===== config.mk =====
export PLATFORM = sky130hd
export DESIGN_NAME = fnd_scan_driver_flat
export DESIGN_NICKNAME = d
export VERILOG_FILES = /design/src/rtl/fnd_scan_driver_if.sv /design/src/rtl/fnd_scan_driver.sv /design/src/flat_wrapper.sv
export SDC_FILE = /design/constraint.sdc
export NUM_CORES = 1
export LEC_CHECK = 0
export CAP_MARGIN = 20
export CORE_MARGIN = 10
export CORE_UTILIZATION = 50
export CTS_BUF_LIST = sky130_fd_sc_hd__clkbuf_4 sky130_fd_sc_hd__clkbuf_8
export DETAILED_ROUTE_END_ITERATION = 8
export PLACE_DENSITY = 0.7
export SYNTH_ARGS = -nofsm -noshare
export SYNTH_HDL_FRONTEND = slang
export SYNTH_SLANG_ARGS = --single-unit
export TNS_END_PERCENT = 10

===== constraint.sdc =====
create_clock -name iClk -period 3.2 [get_ports iClk]
set_clock_uncertainty 0.1 [all_clocks]
set_input_delay 0.48 -clock iClk [delete_from_list [all_inputs] [get_ports iClk]]
set_output_delay 0.48 -clock iClk [all_outputs]
set_load 0.05 [all_outputs]

===== src/rtl/fnd_scan_driver_if.sv =====
// rtl/fnd_scan_driver_if.sv - digit capture inputs and segment/common outputs of the FND scan driver
interface fnd_scan_driver_if;
    logic [3:0] iDec_H;
    logic [3:0] iDec_L;
    logic       iUpdate;
    logic [6:0] oSeg;
    logic       oDp;
    logic [1:0] oCom;
    logic       oFrame;

    modport master (
        output iDec_H, iDec_L, iUpdate,
        input  oSeg, oDp, oCom, oFrame
    );

    modport slave (
        input  iDec_H, iDec_L, iUpdate,
        output oSeg, oDp, oCom, oFrame
    );
endinterface


===== src/rtl/fnd_scan_driver.sv =====
// rtl/fnd_scan_driver.sv - two-digit multiplexed 7-segment scan driver with blanking; FND_LEAD_ZERO_BLANK_EN blanks a zero tens digit
module fnd_scan_driver #(
    parameter int SCAN_DIV  = 50000,
    parameter int BLANK_DIV = 500
) (
    input  logic              iClk,
    input  logic              iRsn,
    fnd_scan_driver_if.slave  bus
);
    localparam int MAX_DIV = (SCAN_DIV > BLANK_DIV) ? SCAN_DIV : BLANK_DIV;
    localparam int CW      = (MAX_DIV > 1) ? $clog2(MAX_DIV) : 1;
    localparam logic [CW-1:0] SCAN_LAST  = CW'(SCAN_DIV - 1);
    localparam logic [CW-1:0] BLANK_LAST = CW'(BLANK_DIV - 1);

    typedef enum logic [1:0] {
        DIG_L    = 2'd0,
        BLANK_LH = 2'd1,
        DIG_H    = 2'd2,
        BLANK_HL = 2'd3
    } state_t;

    state_t        state_q, state_d;
    logic [CW-1:0] cnt_q, cnt_d;
    logic [3:0]    shadow_h_q, shadow_h_d;
    logic [3:0]    shadow_l_q, shadow_l_d;
    logic [3:0]    active_h_q, active_h_d;
    logic [3:0]    active_l_q, active_l_d;
    logic [6:0]    seg_q, seg_d;
    logic [1:0]    com_q, com_d;
    logic          dp_q, dp_d;
    logic          frame_q, frame_d;
    logic          dwell_last;
    logic          frame_start;

    function automatic logic [6:0] encode(input logic [3:0] digit);
        logic [6:0] seg;
        case (digit)
            4'd0:    seg = 7'b1000000;
            4'd1:    seg = 7'b1111001;
            4'd2:    seg = 7'b0100100;
            4'd3:    seg = 7'b0110000;
            4'd4:    seg = 7'b0011001;
            4'd5:    seg = 7'b0010010;
            4'd6:    seg = 7'b0000010;
            4'd7:    seg = 7'b1111000;
            4'd8:    seg = 7'b0000000;
            4'd9:    seg = 7'b0010000;
            default: seg = 7'b0111111;
        endcase
        return seg;
    endfunction

    always_comb begin
        state_d     = state_q;
        cnt_d       = cnt_q + 1'b1;
        shadow_h_d  = shadow_h_q;
        shadow_l_d  = shadow_l_q;
        active_h_d  = active_h_q;
        active_l_d  = active_l_q;
        seg_d       = 7'b1111111;
        com_d       = 2'b11;
        dp_d        = 1'b1;

        if (state_q == DIG_L || state_q == DIG_H) begin
            dwell_last = (cnt_q == SCAN_LAST);
        end else begin
            dwell_last = (cnt_q == BLANK_LAST);
        end
        frame_start = dwell_last && (state_q == BLANK_HL);

        if (dwell_last) begin
            cnt_d = '0;
            case (state_q)
                DIG_L:    state_d = BLANK_LH;
                BLANK_LH: state_d = DIG_H;
                DIG_H:    state_d = BLANK_HL;
                default:  state_d = DIG_L;
            endcase
        end

        if (bus.iUpdate) begin
            shadow_h_d = bus.iDec_H;
            shadow_l_d = bus.iDec_L;
        end

        // The old shadow is taken here, so a capture on this very edge waits a frame.
        if (frame_start) begin
            active_h_d = shadow_h_q;
            active_l_d = shadow_l_q;
        end

        frame_d = frame_start;

        // Outputs are decoded from the next state so they switch with it.
        case (state_d)
            DIG_L: begin
                com_d = 2'b10;
                seg_d = encode(active_l_d);
            end
            DIG_H: begin
                com_d = 2'b01;
`ifdef FND_LEAD_ZERO_BLANK_EN
                seg_d = (active_h_d == 4'd0) ? 7'b1111111 : encode(active_h_d);
`else
                seg_d = encode(active_h_d);
`endif
            end
            default: begin
                com_d = 2'b11;
                seg_d = 7'b1111111;
            end
        endcase
    end

    always_ff @(posedge iClk or negedge iRsn) begin
        if (!iRsn) begin
            state_q    <= BLANK_HL;
            cnt_q      <= '0;
            shadow_h_q <= 4'd0;
            shadow_l_q <= 4'd0;
            active_h_q <= 4'd0;
            active_l_q <= 4'd0;
            seg_q      <= 7'b1111111;
            com_q      <= 2'b11;
            dp_q       <= 1'b1;
            frame_q    <= 1'b0;
        end else begin
            state_q    <= state_d;
            cnt_q      <= cnt_d;
            shadow_h_q <= shadow_h_d;
            shadow_l_q <= shadow_l_d;
            active_h_q <= active_h_d;
            active_l_q <= active_l_d;
            seg_q      <= seg_d;
            com_q      <= com_d;
            dp_q       <= dp_d;
            frame_q    <= frame_d;
        end
    end

    assign bus.oSeg   = seg_q;
    assign bus.oCom   = com_q;
    assign bus.oDp    = dp_q;
    assign bus.oFrame = frame_q;
endmodule


===== src/flat_wrapper.sv =====
// flat-port wrapper written by rule: the top's interface ports become plain ports
module fnd_scan_driver_flat 
#(
    parameter int SCAN_DIV  = 50000,
    parameter int BLANK_DIV = 500
)
  (iClk, iRsn, bus_iDec_H, bus_iDec_L, bus_iUpdate, bus_oSeg, bus_oDp, bus_oCom, bus_oFrame);
  fnd_scan_driver_if bus_i ();
  input  logic iClk;
  input  logic iRsn;
  input wire logic [$bits(bus_i.iDec_H)-1:0] bus_iDec_H;
  input wire logic [$bits(bus_i.iDec_L)-1:0] bus_iDec_L;
  input wire logic [$bits(bus_i.iUpdate)-1:0] bus_iUpdate;
  output wire logic [$bits(bus_i.oSeg)-1:0] bus_oSeg;
  output wire logic [$bits(bus_i.oDp)-1:0] bus_oDp;
  output wire logic [$bits(bus_i.oCom)-1:0] bus_oCom;
  output wire logic [$bits(bus_i.oFrame)-1:0] bus_oFrame;
  assign bus_i.iDec_H = bus_iDec_H;
  assign bus_i.iDec_L = bus_iDec_L;
  assign bus_i.iUpdate = bus_iUpdate;
  assign bus_oSeg = bus_i.oSeg;
  assign bus_oDp = bus_i.oDp;
  assign bus_oCom = bus_i.oCom;
  assign bus_oFrame = bus_i.oFrame;
  fnd_scan_driver #(.SCAN_DIV(SCAN_DIV), .BLANK_DIV(BLANK_DIV)) u_core (.iClk(iClk), .iRsn(iRsn), .bus(bus_i));
endmodule

; ---- After elaboration in Yosys (flattened, before gate mapping)
; Memory sizes are Yosys's and may differ from the RTL's.
; Cells that the tools add are included.
[classes]
n_mux = 8
addsub = 1
n_eq_ne = 6
n_reduce_logical = 4
[op_table]
columns = op, n
row1 = "16-bit by 1-bit adder with 16-bit output, second input constant", 1
row2 = "16-bit equality test, second input constant", 1
row3 = "16-bit by 9-bit equality test with 1-bit output, second input constant", 1
row4 = 16-bit two-way mux, 1
row5 = 7-bit one-hot mux with 2 select lines, 1
row6 = 4-bit two-way mux, 2
row7 = "2-bit equality test, second input constant", 3
row8 = 2-bit one-hot mux with 3 select lines, 1
row9 = 2-bit logical NOT, 2
row10 = 2-bit one-hot mux with 2 select lines, 1
row11 = "2-bit by 1-bit equality test with 1-bit output, second input constant", 1
row12 = 2-bit two-way mux, 1
row13 = 1-bit logical AND, 1
row14 = 1-bit logical OR, 1
row15 = 1-bit two-way mux, 1
[totals]
inputBits = 11
romBits = 224
mem_count = 2
reg_bits = 44
word_cells = 30
output_inout_bits = 11
[memory_table]
columns = memory, words, width, rd, rd_ports_with_merged_regs, wr, line
row1 = (no name shown), 16, 7, 1, 0, 0, fnd_scan_driver.sv:37  ; case (digit)
row2 = (no name shown), 16, 7, 1, 0, 0, fnd_scan_driver.sv:37

; ---- Depth between registers and ports, before layout
; Gate-level depths: netlist of the first run.
; An unclocked memory read counts as a cell.
[depth]
ltp_word = 7
mapped_depth = 12

; ---- Worst setup path after synthesis of the first run
; Ideal clock, no wire load.
[synth_timing]
path_type = register to register
from = register u_core.cnt_q[11]
to = register u_core.seg_q[4] (netlist: u_core.bus.oSeg[4])
path_stages_with_launch = 13
required_time_ps = 3037
slack_ps = 305
arrival_time_ps = 2732
path_cell_list = dfrtp_1 or4b_4 and4bb_2 and4_1 buf_4 buf_6 nand2_1 nand2_1 inv_1 ha_1 a21boi_1 o311ai_0 and4_1
[synth_between]
elab_chain_cells = 6
[synth_rtl]
columns = element, line
row1 = from (decl), fnd_scan_driver.sv:23  ; logic [CW-1:0] cnt_q, cnt_d;
row2 = from (signal assigned), fnd_scan_driver.sv:129  ; cnt_q <= cnt_d;
row3 = 16-bit by 9-bit equality test with 1-bit output / 16-bit equality test (equally long branches), "fnd_scan_driver.sv:67, fnd_scan_driver.sv:65"
row4 = 1-bit two-way mux *, fnd_scan_driver.sv:64  ; if (state_q == DIG_L || state_q == DIG_H) begin
row5 = 1-bit logical AND *, fnd_scan_driver.sv:69  ; frame_start = dwell_last && (state_q == BLANK_HL);
row6 = 4-bit two-way mux *, fnd_scan_driver.sv:87  ; if (frame_start) begin
row7 = via u_core.active_h_d[0], fnd_scan_driver.sv:26  ; logic [3:0] active_h_q, active_h_d;
row8 = memory read 16 x 7 bit *, -
row9 = 7-bit one-hot mux with 2 select lines *, fnd_scan_driver.sv:95  ; case (state_d)
row10 = via u_core.seg_d[4], fnd_scan_driver.sv:28  ; logic [6:0] seg_q, seg_d;
row11 = to (signal assigned), fnd_scan_driver.sv:134  ; seg_q <= seg_d;
row12 = to (decl), fnd_scan_driver.sv:28
; The timed path passes the listed nets; every way through them passes the cells marked *.
; A chain may end at the register's enable or synchronous reset.

; ---- Worst setup path in the final report of the first run
; Same ends and word-level chain as after synthesis.

==> impl_metrics.json, run 1 <==
{
  "wl_um": 5440,
  "cts-buffers-inserted": 5,
  "required_ns": 3.34,
  "synthesis.area_um2": 2640,
  "ant_nets": 0,
  "h-tree-depth": 2,
  "rows": 26,
  "synth_ff_type": "dfrtp_1",
  "worst_pin_slew_ns": 0.974,
  "grt_start_max_net_pins": 45,
  "antenna_found_initial": 0,
  "final_common_cell": "dfrtp_1",
  "async_reset_ff_frac": 1.00,
  "synth_edf_count": 0,
  "timing.rr.end": "u_core.bus.oSeg[4]$_DFF_PN1_",
  "place_congestion": 0.921,
  "fmaxAchievable_ghz": 0.332,
  "core-area_um2": 5110,
  "final_cell_mix": "33 x dfrtp_1, 26 x nor2_1, 19 x inv_1, 19 x clkdlybuf4s50_1, 17 x nand2_1",
  "r2r-start": "u_core.cnt_q[11]$_DFF_PN0_",
  "status": "completed",
  "drt-met1-wl_um": 2680,
  "maxCapViolCount": 0,
  "pwr-share-seq": 0.586,
  "p_per_area_nw_per_um2": 332,
  "rsz0062_at_grt": "no",
  "wl_met2_um": 2430,
  "die-area_um2": 8580,
  "multi_input_area_um2": 1370,
  "ys_seq_area_frac": 0.422,
  "clkSinkCount": 44,
  "yosysWarnings": 0,
  "yosys_register_bits": 44,
  "root_buffer": "clkbuf_8",
  "diodes": 0,
  "swShare": 0.213,
  "grt_pass1_wl_um": 9450,
  "synth_cell_types": 59,
  "reg2reg_slack_ns": 0.19,
  "slew_violations": 0,
  "start_util": 0.517,
  "fin_setup_tns_ns": 0,
  "final-hold-violation-count": 0,
  "ctsLongestPathBuffers": 2,
  "arrival_ns": 3.15,
  "clk_latency_ns": 0.29,
  "dieWidth_um": 92.6,
  "nFillCells": 459,
  "dr.pass1.iters": 4,
  "ios": 22,
  "power_leakage_nw": 1.33,
  "clockPowerShare": 0.371,
  "cts.clk_slew.worst_paths_ns": 0.08,
  "avgSynthCellArea_um2": 10.4,
  "endpoint_kind": "flop",
  "syn_inst": 253,
  "ff2ff_path_depth": 10,
  "path_max_fanout": 7,
  "p_int_mw": 0.779,
  "nets": 303,
  "grt_overflow": 0,
  "vias": 1929,
  "drive_gt1_frac": 0.178,
  "drtIter0Drc": 115,
  "tritoncts": "yes",
  "ctsHoldBuffers": 0,
  "drc_errors": 0,
  "min_period_ns": 3.01,
  "fin_crit_sh": 0.941,
  "viasPerCell": 5.58,
  "relSlewSlack": 0.351,
  "routed.top_layer": "met4",
  "wl_met3_um": 221,
  "hpwl_um": 4190,
  "whs_ns": 0.239,
  "post-cts-setup-buffer-count": 0,
  "grt_usage": 0.134,
  "syn_nets": 280,
  "ir_drop_mv": 0.172,
  "power.switching_mw": 0.210,
  "seq_area_um2": 1110,
  "grt_pass1_vias": 1889,
  "die_height_um": 92.6,
  "wire_per_inst_um": 15.7,
  "setup_viol": 0,
  "combPwrFrac": 0.043,
  "areaGrowthSynthToFinish_pct": 13.1,
  "path_class": "reg2reg",
  "critPathLaunchType": "flop",
  "hold_class": "in2async",
  "place.port_buffers": 20
}
stage by stage:
stage | total power [mW] | util | cell area, um2 | setup WS [ns] | std cells
3_3_place_gp | 0.633 | 0.565 | 2890 | 0.260 | 339
4_1_cts | 1.00 | 0.584 | 2980 | 0.129 | 346
3_5_place_dp | 0.634 | 0.565 | 2890 | 0.140 | 339
5_1_grt | 1.03 | 0.585 | 2990 | 0.0324 | 346
2_1_floorplan | 0.605 | - | 2640 | 0.305 | 253
6_report | 0.990 | 0.585 | 2990 | 0.190 | 346
cell type report:
class / instances / area share
Multi-Input combinational cell: 178 / 0.458
Timing Repair Buffer: 26 / 0.0805
Inverter: 21 / 0.0264
Tap cell: 70 / 0.0293
Sequential cell: 44 / 0.373
Clock buffer: 7 / 0.0323
registers in the layout (all words and copies together) (netlist names):
name / cells
u_core.shadow_l_q: 4
u_core.shadow_h_q: 4
u_core.bus.oCom: 2
u_core.cnt_q: 16
u_core.active_h_q: 4
u_core.state_q: 2
u_core.bus.oSeg: 7
u_core.bus.oFrame: 1
u_core.active_l_q: 4
synth_stat cells, types with 2 or more instances:
| library cell | count | area share |
|---|---|---|
| a21boi_0 | 2 | 0.0057 |
| o31ai_1 | 2 | 0.0057 |
| nand2_1 | 17 | 0.024 |
| a21boi_1 | 2 | 0.0057 |
| dfstp_2 | 11 | 0.11 |
| dfrtp_1 | 33 | 0.31 |
| nor2_1 | 26 | 0.037 |
| buf_6 | 4 | 0.017 |
| nand3_1 | 8 | 0.015 |
| a311oi_1 | 2 | 0.0066 |
| o22ai_1 | 2 | 0.0047 |
| inv_2 | 2 | 0.0028 |
| ha_1 | 16 | 0.076 |
| and2_1 | 2 | 0.0047 |
| clkbuf_1 | 3 | 0.0043 |
| nor4bb_1 | 2 | 0.0076 |
| o211ai_1 | 3 | 0.0085 |
| inv_1 | 19 | 0.027 |
| or4b_4 | 2 | 0.010 |
| nor3_1 | 6 | 0.011 |
| mux2i_1 | 10 | 0.038 |
| and4_1 | 3 | 0.010 |
| o2111a_1 | 3 | 0.013 |
| xnor2_1 | 4 | 0.013 |
| a21oi_1 | 2 | 0.0038 |
| o21ai_0 | 4 | 0.0076 |
| buf_4 | 3 | 0.0085 |
| and3_1 | 2 | 0.0047 |
| or3_1 | 4 | 0.0095 |
| xor2_1 | 9 | 0.030 |
| nand2b_1 | 2 | 0.0047 |
| mux2i_2 | 2 | 0.010 |
| mux2_2 | 8 | 0.034 |
| nand4_1 | 8 | 0.019 |
kinds of logic (layout without fill, tap and decap cells):
kind of cell,count (synthesis),after routing,synth area share
multiplexers,22,22,0.0925
XOR/XNOR,13,13,0.0431
AO/OA/AOI/OAI,35,35,0.113
flip-flops,44,44,0.422
AND/OR/NAND/NOR,91,91,0.192
other,1,1,0.00142
buffers and inverters,31,54,0.0597
adder cells (fa/ha/maj),16,16,0.0759
power groups by stage:
stage	sequential [mW]	clock (mW)	combinational [mW]
6_report	0.580	0.367	0.0425
5_1_grt	0.581	0.402	0.0481
4_1_cts	0.580	0.380	0.0439
3_5_place_dp	0.590	0	0.0437
3_3_place_gp	0.590	0	0.0426
2_1_floorplan	0.585	0	0.0201
per-layer routing:
metal,up-vias,GRT usage
li1,945,-
met1,939,0.185
met2,35,0.195
met3,10,0.0339
met4,0,0.0488
met5,-,0
worst max path at each step:
stage | start | end | slack (ns) | depth (start not counted)
after floorplan | u_core.cnt_q[11]$_DFF_PN0_ | u_core.bus.oSeg[4]$_DFF_PN1_ | 0.30 | 12
after global placement | u_core.cnt_q[11]$_DFF_PN0_ | u_core.bus.oSeg[4]$_DFF_PN1_ | 0.26 | 10
after detailed placement | u_core.cnt_q[11]$_DFF_PN0_ | u_core.bus.oSeg[4]$_DFF_PN1_ | 0.14 | 10
after CTS | u_core.cnt_q[11]$_DFF_PN0_ | u_core.bus.oSeg[4]$_DFF_PN1_ | 0.13 | 10
after global routing | u_core.cnt_q[11]$_DFF_PN0_ | u_core.bus.oSeg[4]$_DFF_PN1_ | 0.03 | 10
final | u_core.cnt_q[11]$_DFF_PN0_ | u_core.bus.oSeg[4]$_DFF_PN1_ | 0.19 | 10
what timing repair did:
item | 4_1_cts | 5_1_grt
endpoints found under the setup margin | 0 | 1
endpoints found under the hold margin | 0 | 0
resized for setup | 0 | 1
critical path, cell delays in order (launching register included):
cell and delay [ns]:
dfrtp_1 0.44, or4b_4 0.58, and4bb_2 0.37, and4_2 0.34
nand2_1 0.08, nand2_1 0.12, inv_1 0.11, ha_1 0.21
a21boi_1 0.12, o311ai_0 0.27, and4_1 0.23
No activity file was read; power rests on OpenSTA's default activity.
==> run 2, diff against run 1 <==
Settings changed: ABC_AREA from default to 0.
==> results of run 2 <==
No change in the layout: final DEF, timing and power equal those of run 1.
